==> config.mk <==
export PLATFORM = sky130hd
export DESIGN_NAME = button_turn_conditioner_flat
export DESIGN_NICKNAME = d
export VERILOG_FILES = /design/src/rtl/snake_pkg.sv /design/src/rtl/button_turn_conditioner_if.sv /design/src/rtl/button_debouncer.sv /design/src/rtl/button_turn_conditioner.sv /design/src/flat_wrapper.sv
export SDC_FILE = /design/constraint.sdc
export NUM_CORES = 1
export LEC_CHECK = 0
export CAP_MARGIN = 20
export CORE_UTILIZATION = 45
export CTS_CLUSTER_DIAMETER = 40
export DETAILED_ROUTE_END_ITERATION = 6
export GPL_ROUTABILITY_DRIVEN = 0
export SYNTH_ARGS = -nofsm -noshare
export SYNTH_HDL_FRONTEND = slang
export SYNTH_SLANG_ARGS = --single-unit
==> constraint.sdc <==
create_clock -name CLK -period 2.6 [get_ports CLK]
set_input_delay 0.52 -clock CLK [delete_from_list [all_inputs] [get_ports CLK]]
set_output_delay 0.52 -clock CLK [all_outputs]
set_load 0.01 [all_outputs]
==> src/rtl/snake_pkg.sv <==
// Shared snake-game types: movement directions, request FSM states, debounce defaults.
// Latency: n/a (types and constants only).
// Backpressure: n/a.
package snake_pkg;

  // Direction encoding shared with the navigation state machine.
  typedef enum logic [1:0] {
    DIR_UP    = 2'd0,
    DIR_RIGHT = 2'd1,
    DIR_DOWN  = 2'd2,
    DIR_LEFT  = 2'd3
  } dir_e;

  // Turn-request holder: nothing held, or exactly one request held.
  typedef enum logic {
    ST_IDLE = 1'b0,
    ST_HELD = 1'b1
  } req_state_e;

  // 5 ms at 100 MHz; the counter width must hold DEBOUNCE_DEFAULT-1.
  localparam int DEBOUNCE_DEFAULT = 500000;
  localparam int CNT_W_DEFAULT    = 19;

  // One-hot button vector indexed by direction: bit0=T, bit1=R, bit2=D, bit3=L.
  function automatic logic [3:0] dir_onehot(input dir_e d);
    dir_onehot = 4'b0001 << d;
  endfunction

endpackage

==> src/rtl/button_turn_conditioner_if.sv <==
// Raw button inputs, movement tick and conditioned button pulses of the turn conditioner.
// Latency: n/a (wiring only).
// Backpressure: none; all signals are free-running levels or single-cycle pulses.
interface button_turn_conditioner_if;
  logic BTNL_IN;
  logic BTNT_IN;
  logic BTNR_IN;
  logic BTND_IN;
  logic TICK;
  logic BTNL;
  logic BTNT;
  logic BTNR;
  logic BTND;
  logic PENDING;

  // Board / timer side: drives raw buttons and the tick, consumes the pulses.
  modport master (
    output BTNL_IN, BTNT_IN, BTNR_IN, BTND_IN, TICK,
    input  BTNL, BTNT, BTNR, BTND, PENDING
  );

  // Conditioner side.
  modport slave (
    input  BTNL_IN, BTNT_IN, BTNR_IN, BTND_IN, TICK,
    output BTNL, BTNT, BTNR, BTND, PENDING
  );
endinterface

==> src/rtl/button_debouncer.sv <==
// One button: 2-FF synchroniser, stable-count debouncer, rising-edge press detect.
// Latency: press is high DEBOUNCE_CYCLES+1 edges after the raw level is first sampled.
// Backpressure: none; the press pulse is a one-cycle strobe.
module button_debouncer
  import snake_pkg::*;
#(
  parameter int DEBOUNCE_CYCLES = DEBOUNCE_DEFAULT,
  parameter int CNT_W           = CNT_W_DEFAULT
) (
  input  logic CLK,
  input  logic RESET,
  input  logic i_raw,
  output logic o_press
);

  logic             r_sync1;
  logic             r_sync2;
  logic [CNT_W-1:0] r_cnt;
  logic             r_db;
  logic             r_db_d;

  // Synchronise the asynchronous button and track how long it has differed from db.
  always_ff @(posedge CLK) begin
    if (RESET) begin
      r_sync1 <= 1'b0;
      r_sync2 <= 1'b0;
      r_cnt   <= '0;
      r_db    <= 1'b0;
      r_db_d  <= 1'b0;
    end else begin
      r_sync1 <= i_raw;
      r_sync2 <= r_sync1;
      r_db_d  <= r_db;
      if (r_sync2 == r_db) begin
        r_cnt <= '0;
      end else if (r_cnt == CNT_W'(DEBOUNCE_CYCLES - 1)) begin
        // Differed for DEBOUNCE_CYCLES consecutive cycles: accept the new level.
        r_db  <= r_sync2;
        r_cnt <= '0;
      end else begin
        r_cnt <= r_cnt + CNT_W'(1);
      end
    end
  end

  // Only a debounced rising edge counts; releases are ignored.
  assign o_press = r_db & ~r_db_d;

endmodule

==> src/rtl/button_turn_conditioner.sv <==
// Debounces four buttons, holds one turn request, releases it as a button pulse per movement tick.
// Latency: PENDING rises DEBOUNCE_CYCLES+2 edges after raw press; pulse is high the cycle after TICK.
// Backpressure: none; a press arriving while a request is held (without TICK) is dropped.
module button_turn_conditioner
  import snake_pkg::*;
#(
  parameter int DEBOUNCE_CYCLES = DEBOUNCE_DEFAULT,
  parameter int CNT_W           = CNT_W_DEFAULT
) (
  input logic                       CLK,
  input logic                       RESET,
  button_turn_conditioner_if.slave  bus
);

  logic [3:0] w_press;      // indexed by dir_e: 0=T, 1=R, 2=D, 3=L
  logic       w_press_any;
  dir_e       w_dir;

  req_state_e r_state;
  req_state_e w_state_nxt;
  dir_e       r_dir;
  dir_e       w_dir_nxt;
  logic [3:0] r_pulse;
  logic [3:0] w_pulse_nxt;

  button_debouncer #(.DEBOUNCE_CYCLES(DEBOUNCE_CYCLES), .CNT_W(CNT_W)) u_db_t (
    .CLK(CLK), .RESET(RESET), .i_raw(bus.BTNT_IN), .o_press(w_press[0])
  );
  button_debouncer #(.DEBOUNCE_CYCLES(DEBOUNCE_CYCLES), .CNT_W(CNT_W)) u_db_r (
    .CLK(CLK), .RESET(RESET), .i_raw(bus.BTNR_IN), .o_press(w_press[1])
  );
  button_debouncer #(.DEBOUNCE_CYCLES(DEBOUNCE_CYCLES), .CNT_W(CNT_W)) u_db_d (
    .CLK(CLK), .RESET(RESET), .i_raw(bus.BTND_IN), .o_press(w_press[2])
  );
  button_debouncer #(.DEBOUNCE_CYCLES(DEBOUNCE_CYCLES), .CNT_W(CNT_W)) u_db_l (
    .CLK(CLK), .RESET(RESET), .i_raw(bus.BTNL_IN), .o_press(w_press[3])
  );

  // Coincident presses resolve T > R > D > L; only the winner reaches the FSM.
  always_comb begin
    w_press_any = |w_press;
    w_dir       = DIR_UP;
    if (w_press[0])      w_dir = DIR_UP;
    else if (w_press[1]) w_dir = DIR_RIGHT;
    else if (w_press[2]) w_dir = DIR_DOWN;
    else if (w_press[3]) w_dir = DIR_LEFT;
  end

  // Request FSM state, held direction and registered output pulse.
  always_ff @(posedge CLK) begin
    if (RESET) begin
      r_state <= ST_IDLE;
      r_dir   <= DIR_UP;
      r_pulse <= 4'b0000;
    end else begin
      r_state <= w_state_nxt;
      r_dir   <= w_dir_nxt;
      r_pulse <= w_pulse_nxt;
    end
  end

  // Next state: capture in IDLE; in HELD release on TICK, re-capturing a same-cycle press.
  always_comb begin
    w_state_nxt = r_state;
    w_dir_nxt   = r_dir;
    w_pulse_nxt = 4'b0000;
    case (r_state)
      ST_IDLE: begin
        // A press coinciding with TICK is only captured; it waits for the next TICK.
        if (w_press_any) begin
          w_dir_nxt   = w_dir;
          w_state_nxt = ST_HELD;
        end
      end
      ST_HELD: begin
        if (bus.TICK) begin
          w_pulse_nxt = dir_onehot(r_dir);
          if (w_press_any) begin
            w_dir_nxt = w_dir;
          end else begin
            w_state_nxt = ST_IDLE;
          end
        end
      end
      default: begin
        w_state_nxt = ST_IDLE;
      end
    endcase
  end

  assign bus.BTNT    = r_pulse[0];
  assign bus.BTNR    = r_pulse[1];
  assign bus.BTND    = r_pulse[2];
  assign bus.BTNL    = r_pulse[3];
  assign bus.PENDING = (r_state == ST_HELD);

endmodule
==> src/flat_wrapper.sv <==
// flat-port wrapper written by rule: the top's interface ports become plain ports
module button_turn_conditioner_flat import snake_pkg::*;
#(
  parameter int DEBOUNCE_CYCLES = DEBOUNCE_DEFAULT,
  parameter int CNT_W           = CNT_W_DEFAULT
)
  (CLK, RESET, bus_BTNL_IN, bus_BTNT_IN, bus_BTNR_IN, bus_BTND_IN, bus_TICK, bus_BTNL, bus_BTNT, bus_BTNR, bus_BTND, bus_PENDING);
  button_turn_conditioner_if bus_i ();
  input logic CLK;
  input logic RESET;
  input wire logic [$bits(bus_i.BTNL_IN)-1:0] bus_BTNL_IN;
  input wire logic [$bits(bus_i.BTNT_IN)-1:0] bus_BTNT_IN;
  input wire logic [$bits(bus_i.BTNR_IN)-1:0] bus_BTNR_IN;
  input wire logic [$bits(bus_i.BTND_IN)-1:0] bus_BTND_IN;
  input wire logic [$bits(bus_i.TICK)-1:0] bus_TICK;
  output wire logic [$bits(bus_i.BTNL)-1:0] bus_BTNL;
  output wire logic [$bits(bus_i.BTNT)-1:0] bus_BTNT;
  output wire logic [$bits(bus_i.BTNR)-1:0] bus_BTNR;
  output wire logic [$bits(bus_i.BTND)-1:0] bus_BTND;
  output wire logic [$bits(bus_i.PENDING)-1:0] bus_PENDING;
  assign bus_i.BTNL_IN = bus_BTNL_IN;
  assign bus_i.BTNT_IN = bus_BTNT_IN;
  assign bus_i.BTNR_IN = bus_BTNR_IN;
  assign bus_i.BTND_IN = bus_BTND_IN;
  assign bus_i.TICK = bus_TICK;
  assign bus_BTNL = bus_i.BTNL;
  assign bus_BTNT = bus_i.BTNT;
  assign bus_BTNR = bus_i.BTNR;
  assign bus_BTND = bus_i.BTND;
  assign bus_PENDING = bus_i.PENDING;
  button_turn_conditioner #(.DEBOUNCE_CYCLES(DEBOUNCE_CYCLES), .CNT_W(CNT_W)) u_core (.CLK(CLK), .RESET(RESET), .bus(bus_i));
endmodule
==> Word-level counts from Yosys, hierarchy flattened <==
Index checks and enable logic that the tools add are counted.
{ "word_totals": {"regBits": 99, "inputBits": 7, "out_inout_bits": 5, "elab_cells": 71} }
{ "op_classes": {"n_addsub": 4, "n_eq_ne": 9, "shifts": 1, "mux": 10, "n_bitwise": 14, "reduce_logical": 10} }
{ "ops": {"columns": ["cell", "count"], "rows": [
  ["adder 19 x 1 -> 19 bit, second input constant", 4],
  ["equality test 19 bit, second input constant", 4],
  ["OR reduction 3 bit", 5],
  ["2-to-1 mux 2 bit", 6],
  ["NOT 1 bit", 10],
  ["AND reduction 2 bit", 4],
  ["bitwise AND 1 bit", 4],
  ["equality test 1 bit", 4],
  ["case mux 2 bit (2 select lines)", 1],
  ["OR reduction 4 bit", 1],
  ["left shift 1 x 2 -> 4 bit, first input constant", 1],
  ["2-to-1 mux 1 bit", 2],
  ["inequality test 2 bit, second input constant", 1],
  ["case mux 1 bit (2 select lines)", 1]
]} }

==> Logic depth before layout (Yosys ltp) <==
Gate-level depths: netlist of run 1.
{ "logic_depth": {"ltp_word": 9, "mapped_depth": 7, "mapped_depth_nobuf": 5} }

==> Modules after synthesis <==
From an unflattened synthesis of run 1, not the netlist that was laid out.
{ "unflattened": {"cells_unflattened": 478, "area_unflattened_um2": 4357.9} }
{ "modules_own_cells": {"columns": ["mod", "instances", "cells_each", "area_per_inst_um2", "seq_area_each_um2"], "rows": [
  ["button_debouncer", 4, 113, 1027.2, 460.4],
  ["button_turn_conditioner", 1, 26, 249.0, 140.1]
]} }

==> Worst setup path after synthesis of run 1 <==
Ideal clock, no wire load.
{ "synth_path": {"kind": "register to register", "from": "register u_core.u_db_l.r_cnt[0]", "to": "register u_core.u_db_l.r_cnt[10]", "setup_ns": 0.117, "arrival_time_ns": 1.800, "required_time_ns": 2.483, "setup_slack_ns": 0.682, "path_stages_with_launch": 8, "n_path_buf": 2, "period_less_slack_ns": 1.918, "cell_sequence": "dfxtp_1 ha_1 and4_1 clkbuf_1 nand4_1 o21bai_1 buf_2 nor2_1"} }
{ "synth_between": {"elab_chain_len": 2, "word_cells_on_any_way": 3, "cone_classes": "add/sub: 1; eq/ne: 1; reduce/logical: 1"} }
{ "synth_lines": {"columns": ["element", "line_no", "text"], "rows": [
  ["start, declared", "button_debouncer.sv:18", "logic [CNT_W-1:0] r_cnt;"],
  ["start signal, assigned", "button_debouncer.sv:41", "r_cnt <= r_cnt + CNT_W'(1);"],
  ["parallel branches: the longest is 2 deep, another holds adder 19 x 1 -> 19 bit", null, null]
]} }
Parallel ways; which one is timed is not known.
A chain may end at the register's enable or synchronous reset.

==> Worst setup path after layout of run 1 <==
{ "layout_path": {"from": "register u_core.u_db_r.r_cnt[7]", "to": "register u_core.u_db_r.r_cnt[5]"} }
{ "layout_between": {"elab_chain_len": 2} }
{ "layout_lines": {"columns": ["element", "line_no", "text"], "rows": [
  ["start, declared", "button_debouncer.sv:18", null],
  ["start signal, assigned", "button_debouncer.sv:41", null],
  ["equality test 19 bit", "button_debouncer.sv:36", "end else if (r_cnt == CNT_W'(DEBOUNCE_CYCLES - 1)) begin"],
  ["OR reduction 3 bit (no source line)", null, null]
]} }
No other way between the ends.

==> flow_summary.json, run 1 <==
{
  "grt_pass1_vias": 3006,
  "vias_per_cell": 5.32,
  "ys_seq_elements": 99,
  "dp_hpwl_mm": 5.13,
  "drive_gt1_share_pct": 5.67,
  "multi_input_area_um2": 2120,
  "yosys.area.top_type_share_pct": 47.1,
  "num_antenna_cells": 0,
  "ff_latch_area_um2": 1980,
  "synth.most_common_cell": "dfxtp_1",
  "grt_usage_pct": 16.8,
  "cp.required_ns": 2.84,
  "fin_crit_ns": 2.02,
  "insertion_delay_ns": 0.36,
  "synth_edf_count": 0,
  "dpl_worst_slack_ns": 0.571,
  "dr.pass1.iters": 4,
  "ant_nets": 0,
  "grt_max_degree": 27,
  "netlist_area_um2": 4200,
  "fin_ws_ns": 0.579,
  "setup_viol": 0,
  "die_h_um": 98.7,
  "fillers": 835,
  "cp_max_fo": 17,
  "utilization_pct": 52.7,
  "hold_violations": 0,
  "fin_tns_setup_ns": 0,
  "hold_path_class": "reg2reg",
  "ctsHoldBuffers": 0,
  "dp_cells": 587,
  "io_pins": 12,
  "ir_worst_vdd_uv": 323,
  "async_reset_ff_share_pct": 0,
  "wl_mm": 7.34,
  "cts.sinks": 99,
  "core_area_um2": 8890,
  "initial_core_util_pct": 47.3,
  "synth-main-ff-cell": "dfxtp_1",
  "syn_inst": 474,
  "yosysWarnings": 0,
  "critPathArrivalTime_ns": 2.26,
  "rsz0062_at_grt": "no",
  "cts_buffers": 9,
  "std_cell_rows": 34,
  "outcome": "finished, final reports clean",
  "endpoint_kind": "register",
  "cts_resized": 0,
  "cts_root_buffer": "clkbuf_8",
  "synth.net_count": 485,
  "max_slew.worst_pin.slew_ns": 0.569,
  "critPathLaunchType": "register",
  "post-cts-setup-buffers": 0,
  "die_x_um": 98.7,
  "area_delta_synth_final_pct": 11.5,
  "holdWs_ns": 0.445,
  "leakage_uw": 0.00142,
  "synthDistinctLibCells": 45,
  "finalCritPeriodShare_pct": 77.7,
  "htreeDepth": 3,
  "drc_errors": 0,
  "portBuffers": 11,
  "p_per_area_nw_per_um2": 587,
  "path_class": "reg2reg",
  "cts_tree": "done",
  "clock.fmax_mhz": 495,
  "drv_cap": 0,
  "nNetsFinal": 501,
  "synth_top_area_cell": "dfxtp_1",
  "finalMaxSlewViolations": 0,
  "avgRoutedWirePerCell_um": 12.2,
  "dr.first_iter.drc_count": 94,
  "design.die.area_um2": 9730,
  "max-slew-margin-rel_pct": 61.7,
  "finalNonFillerCells": 602,
  "clk_pin_slew_ns": 0.09,
  "syn_avg_cell_area_um2": 8.87,
  "finClkSkew_ns": 0.00524,
  "clockBufferDepth": 2,
  "grt_pass1_wl_mm": 13.3,
  "antenna_found_initial": 0,
  "synthTopCellsByArea": "dfxtp_1 (47%), xnor2_1 (7.5%), nor2_1 (7.0%)",
  "synth_common_cells": "dfxtp_1 (99), nor2_1 (78), xnor2_1 (36)",
  "grt_overflow": 0,
  "ys_seq_area_share_pct": 47.1,
  "vias": 3202
}
report_power, final:
group          internal [uW]  total [uW]  switching, uW
clock                    686        1190            502
sequential              1520        1530           4.10
combinational           18.5        37.9           19.4
total                   2230        2750            525
final cells by class:
cell class	instances	area share, %
Inverter	14	1.12
Multi-Input combinational cell	350	45.2
Tap cell	108	2.88
Clock inverter	4	2.08
Sequential cell	99	42.3
Clock buffer	11	3.23
Timing Repair Buffer	16	3.15
per-layer routing:
layer  part of all wire (%)  GRT usage, %
met5                      0             0
met1                     51          21.3
met3                    3.2          4.26
met2                     44          27.4
met4                    1.5          6.54
worst max-delay path: stages, from the launching register on:
cell and delay [ns]:
dfxtp_1 0.37, or4b_1 0.51, or4_4 0.55, o21bai_4 0.38
nor2_1 0.09
placed cells by master (no fill, tap or decap), types with 12 or more instances in the layout:
master,n
dfxtp_1,99
xor2_1,24
nand4_1,21
nor4_1,17
a21oi_1,12
nor2b_1,19
nand2_1,30
inv_1,14
nor3_1,13
o21ai_0,14
xnor2_1,36
nand3_1,25
nor2_1,78
state kept, by name (all words and copies together) (netlist names), 2 cells and up:
| register | cells |
|---|---|
| u_core.r_dir | 2 |
| u_core.u_db_l.r_cnt | 19 |
| u_core.u_db_t.r_cnt | 19 |
| u_core.u_db_d.r_cnt | 19 |
| u_core.u_db_r.r_cnt | 19 |
| u_core.r_pulse | 4 |
worst paths after layout:
path                                          start                                 to  cells past startpoint  slack [ns]
setup / recovery  u_core.u_db_r.r_cnt[7]$_SDFF_PP0_  u_core.u_db_r.r_cnt[5]$_SDFF_PP0_                      4        0.58
setup reg to reg  u_core.u_db_r.r_cnt[7]$_SDFF_PP0_  u_core.u_db_r.r_cnt[5]$_SDFF_PP0_                      4        0.58
hold reg to reg    u_core.u_db_l.r_sync1$_SDFF_PP0_   u_core.u_db_l.r_sync2$_SDFF_PP0_                      1        0.44
hold / removal     u_core.u_db_l.r_sync1$_SDFF_PP0_   u_core.u_db_l.r_sync2$_SDFF_PP0_                      1        0.44
kinds of logic (layout without fill, tap and decap cells):
logic type                 after synthesis  after routing  synth area share [%]
DFF                                     99             99                  47.1
buffers and inverters                   25             45                  2.44
adders and majority gates                4              4                  1.19
xor gates and xnor gates                60             60                  12.5
AOI/OAI and AO/OA                       36             36                  5.09
and+or+nand+nor                        247            247                  30.9
muxes                                    3              3                 0.744
per-stage QoR:
step | total power (uW) | area (um2)
finish | 2750 | 4690
global route | 2870 | 4690
CTS | 2800 | 4690
detailed placement | 1600 | 4440
global placement | 1600 | 4440
floorplan | 1580 | 4200
Power figures use the tool's default switching activity.
==> run 2, diff against run 1 <==
==> constraint.sdc (replaced) <==
create_clock -name CLK -period 1.8 [get_ports CLK]
set_input_delay 0.36 -clock CLK [delete_from_list [all_inputs] [get_ports CLK]]
set_output_delay 0.36 -clock CLK [all_outputs]
set_load 0.01 [all_outputs]
==> flow_summary.json, run 2 (same netlist as run 1, synthesis figures left out) <==
{
  "cts_buffers": 9,
  "vias_per_cell": 5.15,
  "core_area_um2": 8890,
  "drv_cap": 0,
  "wl_mm": 7.65,
  "dr.first_iter.drc_count": 67,
  "swShare_pct": 21.3,
  "layout_common_cells": "dfxtp_1 (93), nor2_1 (78), buf_4 (57), xnor2_1 (36), nand2_1 (30)",
  "ant_nets": 0,
  "fin_tns_setup_ns": -0.747,
  "switchingPower_uw": 762,
  "leakage_uw": 0.00167,
  "ctsHoldBuffers": 0,
  "dpl_worst_slack_ns": -0.0435,
  "htreeDepth": 3,
  "ff_latch_area_um2": 1990,
  "grt_pass1_wl_mm": 13.4,
  "max_slew.worst_pin.slew_ns": 0.402,
  "ir_worst_vdd_uv": 310,
  "finalNonFillerCells": 656,
  "grt_usage_pct": 16.9,
  "hold_path_class": "reg2reg",
  "area_delta_synth_final_pct": 20.7,
  "clock.fmax_mhz": 536,
  "design.die.area_um2": 9730,
  "finalCritPeriodShare_pct": 104,
  "cts_tree": "done",
  "antenna_found_initial": 0,
  "setup_viol": 18,
  "dp_hpwl_mm": 5.45,
  "nNetsFinal": 554,
  "cts.sinks": 99,
  "critPathLaunchType": "register",
  "grtUsageMet3_pct": 4.04,
  "num_antenna_cells": 0,
  "cp_max_fo": 2,
  "fin_ws_ns": -0.0650,
  "drive_gt1_share_pct": 16.6,
  "utilization_pct": 57.1,
  "busiest_layer": "met2",
  "clockPowerShare_pct": 36.4,
  "r2r_slack_ns": -0.06,
  "sequentialPowerShare_pct": 61.6,
  "p_comb_share_pct": 2.0,
  "p_per_area_nw_per_um2": 705,
  "endpoint_kind": "register",
  "max-slew-margin-rel_pct": 72.8,
  "dp_cells": 637,
  "cts_root_buffer": "clkbuf_8",
  "insertion_delay_ns": 0.35,
  "fin_crit_ns": 1.86,
  "dr.pass1.iters": 4,
  "crit_start": "u_core.u_db_r.r_cnt[14]$_SDFF_PP0_",
  "violations": "negative setup slack",
  "finClkSkew_ns": 0.00862,
  "initial_core_util_pct": 47.3,
  "reg2reg_to": "u_core.u_db_r.r_db$_SDFFE_PP0P_",
  "grt_use_met2_pct": 28.5,
  "clockBufferDepth": 2,
  "vias": 3378,
  "path_class": "reg2reg",
  "die_h_um": 98.7,
  "cp.required_ns": 2.04,
  "critPathArrivalTime_ns": 2.10,
  "use_met1_pct": 20.8,
  "finalMaxSlewViolations": 0,
  "clk_pin_slew_ns": 0.09,
  "std_cell_rows": 34,
  "avgRoutedWirePerCell_um": 11.7,
  "drc_errors": 0,
  "r2r_cells": 5,
  "crit_end": "u_core.u_db_r.r_db$_SDFFE_PP0P_",
  "reg2reg_from": "u_core.u_db_r.r_cnt[14]$_SDFF_PP0_",
  "outcome": "complete, but fails checks",
  "io_pins": 12,
  "hold_violations": 0,
  "layout_commonest_cell": "dfxtp_1",
  "grt_pass1_vias": 3160,
  "rsz0062_at_grt": "yes",
  "multi_input_area_um2": 2160,
  "portBuffers": 11,
  "grt_max_degree": 20,
  "intPower_uw": 2820,
  "die_x_um": 98.7,
  "grt_overflow": 0,
  "fillers": 799
}
==> run 2: changes by cell type in the layout (fill, tap and decap cells not counted), moves of 2 or more <==
cell and change:
bufinv_16 -3, buf_4 +52, o21ai_0 -2, ha_1 -2, dfxtp_1 -6, clkinvlp_4 +2
ha_2 +2, clkbuf_1 +2, dfxtp_2 +6
==> run 2: repair_timing <==
action | 4_1_cts | 5_1_grt
pin swaps | 0 | 1
gates resized for setup | 2 | 8
hold endpoints to repair | 0 | 0
endpoints found under the setup margin | 31 | 28
setup buffers | 0 | 3
==> run 2: power by group through the flow <==
| stage | sequential, uW | clock, uW | combinational [uW] |
|---|---|---|---|
| after floorplan | 2260 | 0 | 32.0 |
| after global placement | 2250 | 0 | 68.3 |
| after detailed placement | 2260 | 0 | 69.2 |
| after CTS | 2200 | 1370 | 70.0 |
| after global routing | 2210 | 1450 | 79.4 |
| final | 2200 | 1300 | 71.9 |
==> run 2: worst min path at each step <==
stage | start | end | cells past startpoint
floorplan | u_core.r_dir[1]$_SDFFE_PP0P_ | u_core.r_pulse[1]$_SDFF_PP0_ | 1
global placement | u_core.u_db_d.r_sync1$_SDFF_PP0_ | u_core.u_db_d.r_sync2$_SDFF_PP0_ | 1
detailed placement | u_core.u_db_d.r_sync1$_SDFF_PP0_ | u_core.u_db_d.r_sync2$_SDFF_PP0_ | 1
CTS | u_core.r_dir[1]$_SDFFE_PP0P_ | u_core.r_pulse[1]$_SDFF_PP0_ | 1
global route | u_core.u_db_d.r_sync1$_SDFF_PP0_ | u_core.u_db_d.r_sync2$_SDFF_PP0_ | 1
finish | u_core.u_db_d.r_sync1$_SDFF_PP0_ | u_core.u_db_d.r_sync2$_SDFF_PP0_ | 1
==> run 2: per-layer routing <==
| metal | part of all wire (%) | routed length, um |
|---|---|---|
| met1 | 50 | 3820 |
| met2 | 45 | 3460 |
| met3 | 3.2 | 244 |
| met4 | 1.6 | 124 |
| met5 | 0 | 0 |
==> run 2: cell type report <==
class | count | area share [%]
sequential | 99 | 39.2
timing repair buffer | 69 | 11.0
multi-input combinational | 350 | 42.5
inverter | 14 | 1.04
clock inverter | 3 | 0.444
tap | 108 | 2.66
clock buffer | 13 | 3.13
==> run 2: critical path, stage by stage, from the launching register on <==
cell     delay (ns)
dfxtp_1        0.32
or4b_1         0.52
or4_4          0.55
buf_4          0.16
o21ai_2        0.12
o41ai_2        0.09
==> run 2: per-stage QoR <==
| step | area, um2 | power, uW | hold slack [ns] |
|---|---|---|---|
| after global routing | 5080 | 3740 | 0.463 |
| after detailed placement | 4840 | 2320 | 0.425 |
| after CTS | 5030 | 3650 | 0.455 |
| final | 5080 | 3580 | 0.449 |
| after floorplan | 4230 | 2290 | 0.412 |
| after global placement | 4840 | 2320 | 0.424 |
==> run 3, diff against run 2 <==
--- a/config.mk
+++ b/config.mk
@@ -10,6 +10,7 @@
 export CTS_CLUSTER_DIAMETER = 40
 export DETAILED_ROUTE_END_ITERATION = 6
 export GPL_ROUTABILITY_DRIVEN = 0
+export SLEW_MARGIN = 20
 export SYNTH_ARGS = -nofsm -noshare
 export SYNTH_HDL_FRONTEND = slang
 export SYNTH_SLANG_ARGS = --single-unit
==> results of run 3 <==
No change in the layout: final DEF, timing and power equal those of run 2.
